## config.mk

```make
export PLATFORM = sky130hd
export DESIGN_NAME = poly_byte_encode12
export DESIGN_NICKNAME = d
export VERILOG_FILES = /design/src/rtl/poly_byte_encode12.sv
export SDC_FILE = /design/constraint.sdc
export NUM_CORES = 1
export LEC_CHECK = 0
export BUFFER_PORTS_ARGS = -buffer_cell sky130_fd_sc_hd__buf_2
export CAP_MARGIN = 0
export CORE_AREA = 2 2 131 108
export CTS_CLUSTER_SIZE = 25
export DETAILED_ROUTE_END_ITERATION = 8
export DIE_AREA = 0 0 133 110
export GPL_TIMING_DRIVEN = 0
export PLACE_DENSITY = 0.86
export SLEW_MARGIN = 15
export SYNTH_ARGS = -nofsm -noshare
export SYNTH_HDL_FRONTEND = slang
export SYNTH_SLANG_ARGS = --single-unit
export TNS_END_PERCENT = 50
```

## constraint.sdc

```tcl
create_clock -name i_clk -period 3.8 [get_ports i_clk]
set_clock_uncertainty 0.15 [all_clocks]
set_input_delay 0 -clock i_clk [delete_from_list [all_inputs] [get_ports i_clk]]
set_output_delay 0 -clock i_clk [all_outputs]
set_load 0.05 [all_outputs]
```

## src/rtl/poly_byte_encode12.sv

```systemverilog
// poly_byte_encode12: packs 12-bit coefficients (4 per beat) into the ByteEncode_12 stream
// through a 48-to-64-bit gearbox, one polynomial per run.
module poly_byte_encode12 #(
   parameter int N = 256
) (
   input  logic        i_clk,
   input  logic        i_rstn,
   input  logic [47:0] i_coeffs,
   input  logic        i_coeffs_valid,
   output logic        o_coeffs_ready,
   output logic [63:0] o_obytes,
   output logic        o_obytes_valid,
   input  logic        i_obytes_ready,
   output logic        o_done
);
   localparam int BEATS = N / 4;
   localparam int WORDS = 3 * N / 16;
   localparam int IW = $clog2(BEATS + 1);
   localparam int OW = $clog2(WORDS + 1);

   typedef enum logic [1:0] {IDLE, RUN, DONE} state_t;

   state_t          state, state_nx;
   logic [127:0]    buffer, shifted, placed;
   logic [3:0]      fill, wpos;
   logic [IW-1:0]   in_cnt;
   logic [OW-1:0]   out_cnt;
   logic [47:0]     packed_beat;
   logic            push, pop, last_pop;

   // each coefficient pair (c0, c1) becomes c0[7:0], {c1[3:0], c0[11:8]}, c1[11:4]
   assign packed_beat = {i_coeffs[43:36], i_coeffs[27:24], i_coeffs[47:44], i_coeffs[35:28],
                         i_coeffs[19:12], i_coeffs[3:0],   i_coeffs[23:20], i_coeffs[11:4]};

   assign o_obytes       = buffer[127:64];
   assign o_obytes_valid = (fill >= 4'd4);
   assign o_coeffs_ready = (fill <= 4'd5) && (in_cnt < IW'(BEATS)) && (state != DONE);
   assign o_done         = (state == DONE);

   assign push     = i_coeffs_valid && o_coeffs_ready;
   assign pop      = o_obytes_valid && i_obytes_ready;
   assign last_pop = pop && (out_cnt == OW'(WORDS - 1));

   // shift out the popped word first, then drop the new beat right after the remaining fill
   assign shifted = pop ? {buffer[63:0], 64'd0} : buffer;
   assign wpos    = pop ? fill - 4'd4 : fill;
   assign placed  = {packed_beat, 80'd0} >> {wpos, 4'd0};

   always_ff @(posedge i_clk or negedge i_rstn) begin
      if (!i_rstn)
         state <= IDLE;
      else
         state <= state_nx;
   end

   always_comb begin
      state_nx = state;
      if (state == IDLE && push)
         state_nx = RUN;
      else if (state == RUN && last_pop)
         state_nx = DONE;
      else if (state == DONE)
         state_nx = IDLE;
   end

   always_ff @(posedge i_clk or negedge i_rstn) begin
      if (!i_rstn) begin
         buffer  <= '0;
         fill    <= '0;
         in_cnt  <= '0;
         out_cnt <= '0;
      end else if (state == DONE) begin
         buffer  <= '0;
         fill    <= '0;
         in_cnt  <= '0;
         out_cnt <= '0;
      end else begin
         buffer  <= push ? (shifted | placed) : shifted;
         fill    <= fill + (push ? 4'd3 : 4'd0) - (pop ? 4'd4 : 4'd0);
         in_cnt  <= in_cnt + IW'(push);
         out_cnt <= out_cnt + OW'(pop);
      end
   end
endmodule

```

==> impl_metrics.yaml <==
setup_path:
  critPathLaunchType: "flop"
  critPathSlowestCell: "dlygate4sd3_1"
  cpPeakStageDelay_ns: 0.60
  arrival_ns: 3.71
  path_delay_family: "buffers and inverters"
  worstSetupPathType: "reg -> reg"
  end_kind: "flop"
  worstPathRequired_ns: 3.99
  cp_max_fo: 10
  path_cells: "inv_1, ha_1, inv_1, nand2_1, ha_1, nor2_1, clkbuf_1, a22oi_1, a2bb2oi_1, dlygate4sd3_1, o21ai_0"
  critical_path_buf_inv_count: 4
clocking:
  clk_pin_slew_ns: 0.07
  cts_sinks: 147
  htreeDepth: 4
  ctsResizeCount: 0
  clk_latency_ns: 0.43
  cts_tree: "done"
  numCtsBuffers: 17
  cts_setup_buffers: 0
  clockRootBuffer: "clkbuf_16"
  clk_path_buf_depth: 2
place:
  placed_area_mm2: 0.00881
  dpl.hpwl_um: 17300
  portBuffers: 118
  place_ws_ns: 0.642
  gp_congestion: 1.02
routing:
  wl_per_cell_um: 21.6
  viasPerCell: 6.25
  antenna_left: 0
  drt-initial-drc-count: 964
  dr.pass1.iters: 7
  num_vias: 7423
  drc: 0
  wl_um: 25700
synth:
  synth_cells: 809
  synth_top_area_share_pct: 46.2
  synth_commonest_cells: "dfrtp_1, mux2i_1, nand2_1"
  netlist_area_mm2: 0.00796
  yosysWarningCount: 0
  synth_edf_count: 0
  yosys.cell_types.count: 38
  yosys-top-cells-area: "dfrtp_1, mux2i_1, buf_4"
  synth_ff_type: "dfrtp_1"
  synth_seq_area_share_pct: 46.2
  syn_nets: 872
  synth_top_area_cell: "dfrtp_1"
  ys_seq_elements: 147
  yosysMostFrequentCell: "dfrtp_1"
  synthArstFlopShare_pct: 100
  avgSynthCellArea_um2: 9.84
cells_and_area:
  final_util_pct: 74.1
  multiInputGateArea_mm2: 0.00352
  fin_area_mm2: 0.00983
  insertedDiodeCount: 0
  fillers: 944
  area_growth_pct: 23.6
  ff_latch_area_mm2: 0.00368
  layout.nets: 1058
  drive_gt1_share_pct: 22.9
power_and_ir_drop:
  switching_share_pct: 46.3
  p_seq_share_pct: 28.7
  power_density_mw_per_mm2: 910
  p_int_uw: 4810
  pwr-share-clk_pct: 16.9
  comb_power_share_pct: 54.4
  p_sw_uw: 4140
  p_leak_uw: 0.00482
  power_uw: 8950
  ir_worst_vdd_v: 0.000675
grt:
  grt_use_total_pct: 35.0
  grt_pass1_wl_um: 38400
  grt_pass1_vias: 6895
  antenna_found_initial: 1
  gr-total-overflow: 0
  grt_max_degree: 87
timing:
  setup_tns_ns: 0
  drv_slew: 0
  fin_ws_ns: 0.280
  finalCritPeriodShare_pct: 92.6
  setup-violations-final: 0
  rsz0062_at_grt: "false"
  report.final.hold_viol_count: 0
  worst_slew_pin_slew_ns: 1.01
  fin_crit_ns: 3.52
  fmax_mhz: 284
  max-slew-margin-rel_pct: 32.7
floorplan:
  die_h_um: 110
  fp.dieArea_mm2: 0.0146
  io_pins: 119
  start_util_pct: 60.0
  core-area_mm2: 0.0133
  die_w_um: 133
  num_rows: 38
job:
  cap_viol_max_count: 0
hold_path:
  hold_path_class: "in -> async"
status:
  run_status: "finished clean"
[worst min-delay path: cells and delay by family]
kind	cells	cell delay, ns
buffers and inverters	3	0.98
[cell usage in the layout, fill, tap and decap left out, types with 8 or more instances in the layout]
cell type        n
a21o_1          10
a21oi_1         25
a22o_1           8
a22oi_1         16
a2bb2oi_1       24
a32o_1           8
and2_1          22
and3_1          10
buf_1           10
buf_2          122
buf_4           64
clkbuf_1        48
clkbuf_16       17
dfrtp_1        147
dlygate4sd3_1   47
ha_1            11
inv_1            9
mux2_2           9
mux2i_1         88
nand2_1         86
nor2_1          34
o211ai_1         8
o21ai_0         73
o22ai_1         64
[path summary, 6_finish.rpt]
path | startpoint | slack (ns) | to | depth (start not counted)
setup reg to reg | fill[3] | 0.28 | buffer[46] | 11
hold / removal | i_rstn | 0.02 | buffer[123] | 3
hold reg to reg | buffer[17] | 0.33 | buffer[17] | 2
max in group asynchronous | i_rstn | 3.10 | in_cnt[0] | 3
setup / recovery | fill[3] | 0.28 | buffer[46] | 11
min in group i_clk | i_coeffs[6] | 0.03 | buffer[18] | 4
[through the flow]
step / instances / hold WS, ns
floorplan: 809 / -0.446
global placement: 1107 / 0.156
detailed placement: 1108 / -0.186
CTS: 1188 / 0.00810
global route: 1188 / 0.0444
finish: 1188 / 0.0217
[flip-flops by register name (all words and copies together) (netlist names)]
| register | cells |
|---|---|
| state | 2 |
| buffer | 128 |
| out_cnt | 6 |
| in_cnt | 7 |
| fill | 4 |
[what timing repair did]
action | CTS | global route
endpoints found under the setup margin | 0 | 0
hold buffers | 48 | 0
endpoints found under the hold margin | 208 | 0
[power groups by stage]
stage	clock network, µW	logic (µW)	registers (µW)
finish	1510	4870	2570
CTS	1510	4740	2550
global route	1580	5170	2620
floorplan	0	3550	2440
global placement	0	4510	2540
detailed placement	0	4580	2570
[layer usage]
layer  share of wire, %  track usage, %  vias to the layer above  routed length, µm
met4                5.2            16.4                        0               1320
met5                  0               0                        -                  0
met2                 43            52.2                      553              10900
met3                 12            9.51                      142               3060
met1                 40            48.2                     3512              10300
li1                   -               -                     3216                  -
[final cells by class]
type / instances / share of cell area, %
clock inverters: 12 / 0.891
clock buffers: 20 / 4.44
inverters: 12 / 0.458
repair buffers: 167 / 11.5
well taps: 180 / 2.29
flip-flops and latches: 147 / 37.4
plain buffers: 124 / 7.24
multi-input cells: 526 / 35.8
[kinds of logic (layout without fill, tap and decap cells)]
| group | after synthesis | after routing | synth area share [%] |
|---|---|---|---|
| buffers and inverters | 136 | 335 | 9.51 |
| muxes | 97 | 97 | 12.3 |
| DFF | 147 | 147 | 46.2 |
| xor gates and xnor gates | 12 | 12 | 1.32 |
| and+or+nand+nor | 167 | 167 | 9.40 |
| adders and majority gates | 11 | 11 | 1.73 |
| AOI/OAI and AO/OA | 239 | 239 | 19.5 |
No activity file was read; power rests on OpenSTA's default activity.
